## src/rtl/ising_run_ctrl.sv

```systemverilog
// Run sequencer for the coupled-oscillator array: reset hold, timed anneal, majority-vote spin readout.
// Latency: done rises HOLD_CYCLES + run length + SAMPLE_CYCLES edges after start is accepted.
// Backpressure: none. Host weight writes are dropped while busy, and each dropped write raises a 1-cycle wr_blocked pulse.
// Ports: clk, axi_rst (async, active-high); start/abort/run_cycles control a run;
//        phase_in = raw oscillator outputs; host_wready -> cell_wready is the gated write strobe;
//        wr_blocked, ising_rstn, busy, done and spins report status and the result.
module ising_run_ctrl #(
  parameter int N             = 8,
  parameter int HOLD_CYCLES   = 4,
  parameter int SAMPLE_CYCLES = 63
) (
  input  logic          clk,
  input  logic          axi_rst,
  input  logic          start,
  input  logic          abort,
  input  logic [31:0]   run_cycles,
  input  logic [N-1:0]  phase_in,
  input  logic          host_wready,
  output logic          cell_wready,
  output logic          wr_blocked,
  output logic          ising_rstn,
  output logic          busy,
  output logic          done,
  output logic [N-1:0]  spins
);

  localparam int MW = $clog2(SAMPLE_CYCLES + 1);

  typedef enum logic [2:0] {IDLE, HOLD, RUN, SAMPLE, DONE} state_t;

  state_t         state, state_nxt;
  logic           accept;
  logic [31:0]    cnt;
  logic [31:0]    run_len;
  logic [N-1:0]   sync1, sync2;
  logic [N-1:0]   hit;
  logic [N-1:0]   vote;
  logic [MW-1:0]  match_cnt [N];
  logic           last_hold, last_run, last_sample;

  // cnt counts cycles spent in the current busy state and restarts on every transition.
  assign last_hold   = (cnt == 32'(HOLD_CYCLES - 1));
  assign last_run    = (cnt == run_len - 32'd1);
  assign last_sample = (cnt == 32'(SAMPLE_CYCLES - 1));

  assign busy        = (state == HOLD) || (state == RUN) || (state == SAMPLE);
  assign done        = (state == DONE);
  assign ising_rstn  = (state == RUN) || (state == SAMPLE);
  assign cell_wready = host_wready && ((state == IDLE) || (state == DONE));

  // Oscillator i is in phase with the reference oscillator 0.
  assign hit = ~(sync2 ^ {N{sync2[0]}});

  always_ff @(posedge clk or posedge axi_rst) begin
    if (axi_rst) state <= IDLE;
    else         state <= state_nxt;
  end

  always_comb begin
    state_nxt = state;
    accept    = 1'b0;
    case (state)
      IDLE, DONE: begin
        // abort outranks start, even though abort does nothing else here
        if (start && !abort) begin
          accept    = 1'b1;
          state_nxt = HOLD;
        end
      end
      HOLD: begin
        if (abort)          state_nxt = IDLE;
        else if (last_hold) state_nxt = RUN;
      end
      RUN: begin
        if (abort)         state_nxt = IDLE;
        else if (last_run) state_nxt = SAMPLE;
      end
      SAMPLE: begin
        if (abort)            state_nxt = IDLE;
        else if (last_sample) state_nxt = DONE;
      end
      default: state_nxt = IDLE;
    endcase
  end

  // The final vote includes the compare made on the last sample cycle.
  // A tie gives 2*count == SAMPLE_CYCLES, which is not greater, so it resolves to 0.
  always_comb begin
    logic [MW+1:0] dbl;
    vote = '0;
    for (int i = 0; i < N; i++) begin
      dbl     = (MW+2)'(match_cnt[i]) + (MW+2)'(hit[i]);
      dbl     = dbl << 1;
      vote[i] = (dbl > (MW+2)'(SAMPLE_CYCLES));
    end
  end

  always_ff @(posedge clk or posedge axi_rst) begin
    if (axi_rst) begin
      cnt        <= '0;
      run_len    <= '0;
      sync1      <= '0;
      sync2      <= '0;
      spins      <= '0;
      wr_blocked <= 1'b0;
      for (int i = 0; i < N; i++) match_cnt[i] <= '0;
    end else begin
      sync1      <= phase_in;
      sync2      <= sync1;
      wr_blocked <= host_wready && busy;

      if (state_nxt != state) cnt <= '0;
      else if (busy)          cnt <= cnt + 32'd1;

      // A zero length is treated as one cycle. The full 32-bit range counts up without wrapping.
      if (accept) run_len <= (run_cycles == 32'd0) ? 32'd1 : run_cycles;

      for (int i = 0; i < N; i++) begin
        if (state == RUN && state_nxt == SAMPLE)
          match_cnt[i] <= '0;
        else if (state == SAMPLE && hit[i])
          match_cnt[i] <= match_cnt[i] + MW'(1);
      end

      if (state == SAMPLE && state_nxt == DONE) spins <= vote;
    end
  end

endmodule
```

## config.mk

```make
export PLATFORM = sky130hd
export DESIGN_NAME = ising_run_ctrl
export DESIGN_NICKNAME = d
export VERILOG_FILES = /design/src/rtl/ising_run_ctrl.sv
export SDC_FILE = /design/constraint.sdc
export NUM_CORES = 1
export LEC_CHECK = 0
export CORE_MARGIN = 2
export CORE_UTILIZATION = 40
export CTS_BUF_LIST = sky130_fd_sc_hd__clkbuf_4
export CTS_CLUSTER_DIAMETER = 120
export DETAILED_ROUTE_END_ITERATION = 8
export DONT_BUFFER_PORTS = 1
export SYNTH_ARGS = -nofsm -noshare
export SYNTH_HDL_FRONTEND = slang
export SYNTH_SLANG_ARGS = --single-unit
```

## constraint.sdc

```tcl
create_clock -name clk -period 7.3 [get_ports clk]
set_input_delay 1.825 -clock clk [delete_from_list [all_inputs] [get_ports clk]]
set_output_delay 1.825 -clock clk [all_outputs]
set_load 0.05 [all_outputs]
```

==> load_flow_metrics.sql <==
INSERT INTO impl_metrics (metric_group, metric, value, unit) VALUES
('floorplanning', 'dieHeight', '141', 'µm'),
('placement', 'place_area', '7670', 'µm²'),
('route', 'drt_pre_antenna_iters', '4', ''),
('route', 'per_cell_routed_wire_length', '16.4', 'µm'),
('placement', 'post-place-cells', '955', ''),
('power_and_ir_drop', 'intPower', '0.00140', 'W'),
('power_and_ir_drop', 'combPwrFrac', '27.3', '%'),
('yosys', 'synth.mux.area_fraction', '6.01', '%'),
('layout', 'layout-area-overhead-vs-synth', '6.06', '%'),
('placement', 'routabilityCongestion', '0.808', ''),
('sta', 'hold_viol_final', '0', ''),
('sta', 'fin_worst_skew', '0.0223', 'ns'),
('yosys', 'synth_edf_count', '0', ''),
('sta', 'grt_setup_unrepaired', 'false', ''),
('floorplanning', 'dieWidth', '141', 'µm'),
('power_and_ir_drop', 'ir_drop', '0.118', 'mV'),
('yosys', 'dominant_combinational_cell_family_by_area_after_synthesis', 'simple AND/OR/NAND/NOR gates', ''),
('power_and_ir_drop', 'p_seq_share', '52.1', '%'),
('sta', 'final.period_utilization', '57.9', '%'),
('power_and_ir_drop', 'power_density', '288', 'nW/µm²'),
('setup_path', 'timing.rr.end', 'cnt[20]$_DFFE_PP0P_', ''),
('setup_path', 'start_to_end_type_of_the_worst_setup_path', 'reg -> reg', ''),
('yosys', 'post_synth.cell_area_avg', '9.95', 'µm²'),
('layout', 'nFillCells', '1739', ''),
('setup_path', 'regToRegSetupSlack', '3.07', 'ns'),
('setup_path', 'timing.critical_path.to_type', 'flip-flop', ''),
('clock_tree', 'cts_tree', 'done', ''),
('global_route', 'grt_start_max_net_pins', '78', ''),
('setup_path', 'reg2reg_depth', '11', ''),
('placement', 'place_ws', '2.80', 'ns'),
('clock_tree', 'postCtsSetupBuffers', '0', ''),
('sta', 'max_slew.worst_pin.slew', '0.865', 'ns'),
('setup_path', 'worst-endpoint-required', '7.72', 'ns'),
('setup_path', 'crit_path_cell_trace', 'inv_1 -> ha_1 -> nor3b_1 -> nand3_1 -> nor4_1 -> xnor2_1 -> nor4_1 -> and4_1 -> nor4b_4 -> buf_4 -> nor3_1', ''),
('placement', 'dp_hpwl', '11500', 'µm'),
('global_route', 'first_global_vias', '5554', ''),
('layout', 'drive_above_1_share', '10.7', '%'),
('setup_path', 'max_stage_delay', '0.63', 'ns'),
('sta', 'finalCriticalPeriod', '4.23', 'ns'),
('global_route', 'grt_overflow', '0', ''),
('yosys', 'synth-seq-area-share', '46.9', '%'),
('yosys', 'post-synth-top-area-cell', 'sky130_fd_sc_hd__dfrtp_1', ''),
('global_route', 'antenna_found_initial', '1', ''),
('clock_tree', 'cts.htree.levels', '4', ''),
('power_and_ir_drop', 'power.switching', '0.000886', 'W'),
('job', 'timing.max_cap.violations', '0', ''),
('run_status', 'run_status', 'finished, final reports clean', ''),
('route', 'drt.antenna.violating_nets', '0', ''),
('global_route', 'wire_length_of_the_first_global_routing_pass', '27600', 'µm'),
('yosys', 'mappedNetlistNets', '807', ''),
('setup_path', 'critPathTopFamily', 'simple AND/OR/NAND/NOR gates', ''),
('sta', 'slew-limit-headroom', '41.8', '%'),
('yosys', 'netlist_instances', '751', ''),
('yosys', 'synth_adder_area_share', '1.84', '%'),
('setup_path', 'cp.buffers_inverters', '2', ''),
('layout', 'stdcell_area', '7920', 'µm²'),
('floorplanning', 'design.die.area', '19800', 'µm²'),
('power_and_ir_drop', 'share_clk_of_total_power', '20.6', '%'),
('yosys', 'yosys-top-cells-count', '140 x sky130_fd_sc_hd__dfrtp_1, 97 x sky130_fd_sc_hd__nor2_1, 62 x sky130_fd_sc_hd__xor2_1, 56 x sky130_fd_sc_hd__xnor2_1, 54 x sky130_fd_sc_hd__nor3_1', ''),
('clock_tree', 'clock_latency', '0.55', 'ns'),
('setup_path', 'r2r-start', 'run_len[0]$_DFFE_PP0P_', ''),
('route', 'vias', '5461', ''),
('setup_path', 'critical-path-slowest-cell', 'sky130_fd_sc_hd__nor3b_1', ''),
('layout', 'num-nets-final', '801', ''),
('power_and_ir_drop', 'power.static_leakage', '2.96', 'nW'),
('yosys', 'fraction_of_the_mapped_netlist_area_in_simple_logic_gates', '23.4', '%'),
('sta', 'finalMaxSlewViolations', '0', ''),
('setup_path', 'crit_end', 'cnt[20]$_DFFE_PP0P_', ''),
('yosys', 'synth-xor-area-share', '13.8', '%'),
('yosys', 'yosys_warnings', '0', ''),
('clock_tree', 'numCtsBuffers', '17', '');
[cell type report]
| type | count | area (µm²) | area share [%] |
|---|---|---|---|
| sequential | 140 | 3500 | 44.2 |
| clock buffer | 17 | 128 | 1.61 |
| timing repair buffer | 7 | 52.6 | 0.663 |
| inverter | 12 | 50.0 | 0.632 |
| multi-input combinational | 567 | 3770 | 47.6 |
| clock inverter | 14 | 125 | 1.58 |
| tap | 229 | 287 | 3.62 |
| antenna | 1 | 2.50 | 0.0316 |
[power by group through the flow]
stage	Clock [W]	Sequential [W]	Combinational (W)
floorplan	0	0.00113	0.000533
global placement	0	0.00119	0.000599
detailed placement	0	0.00120	0.000630
CTS	0.000486	0.00119	0.000634
global route	0.000521	0.00122	0.000719
finish	0.000470	0.00119	0.000624
[cells in the final DEF (no fill, tap or decap), drive strengths merged, types with 2 or more instances in the layout]
master | Yosys | final
dfrtp | 140 | 140
nor2 | 97 | 97
xor2 | 62 | 62
xnor2 | 56 | 56
nor3 | 54 | 54
nand2 | 48 | 48
mux2 | 31 | 31
nor4 | 26 | 26
nand4 | 25 | 25
nand3 | 22 | 22
inv | 12 | 21
clkbuf | 22 | 17
o21ai | 15 | 15
a21oi | 14 | 14
and3 | 13 | 13
ha | 11 | 11
mux2i | 10 | 10
or4 | 10 | 10
and2 | 9 | 9
or3 | 9 | 9
buf | 10 | 7
and4 | 5 | 5
a31oi | 5 | 5
nor4b | 5 | 5
clkinvlp | 0 | 4
or2 | 3 | 3
nor2b | 3 | 3
o21bai | 2 | 2
and3b | 2 | 2
a41oi | 2 | 2
nand4b | 2 | 2
a32oi | 2 | 2
o31a | 2 | 2
nand3b | 2 | 2
o22ai | 2 | 2
a311oi | 2 | 2
nor3b | 2 | 2
a22oi | 2 | 2
[per-stage QoR]
stage | total power (W) | util, %
after floorplan | 0.00166 | -
after global placement | 0.00179 | 42.3
after detailed placement | 0.00183 | 42.3
after CTS | 0.00231 | 43.6
after global routing | 0.00246 | 43.7
final | 0.00228 | 43.7
[flip-flops by register name (all words and copies together), names as in the netlist]
register	count
cnt	32
match_cnt	48
run_len	32
spins	8
state	3
sync1	8
sync2	8
wr_blocked	1
[routing by layer]
layer	global-route usage (%)	wire length, µm
met3	3.91	560
met5	0	0
met4	4.95	190
met2	28.9	7970
met1	22.9	7490
[logic make-up after synthesis]
group,Yosys count
and+or+nand+nor,338
DFF,140
xor gates and xnor gates,118
AOI/OAI and AO/OA,59
buffers and inverters,44
muxes,41
adders and majority gates,11
[worst min-delay path by stage]
| stage | startpoint | to | cells past startpoint |
|---|---|---|---|
| after floorplan | sync1[0]$_DFF_PP0_ | sync2[0]$_DFF_PP0_ | 0 |
| after global placement | sync1[3]$_DFF_PP0_ | sync2[3]$_DFF_PP0_ | 0 |
| after detailed placement | sync1[2]$_DFF_PP0_ | sync2[2]$_DFF_PP0_ | 0 |
| after CTS | sync1[2]$_DFF_PP0_ | sync2[2]$_DFF_PP0_ | 0 |
| after global routing | sync1[1]$_DFF_PP0_ | sync2[1]$_DFF_PP0_ | 0 |
| final | sync1[2]$_DFF_PP0_ | sync2[2]$_DFF_PP0_ | 0 |
[worst reg2reg max path, delay by kind of cell (launching register included)]
| family | cells | cell delay, ns |
|---|---|---|
| buffers and inverters | 2 | 0.47 |
| adder cells (fa/ha/maj) | 1 | 0.25 |
| XOR/XNOR | 1 | 0.13 |
| AND/OR/NAND/NOR | 7 | 2.82 |
| flip-flops | 1 | 0.44 |
(Power assumes the default switching activity.)
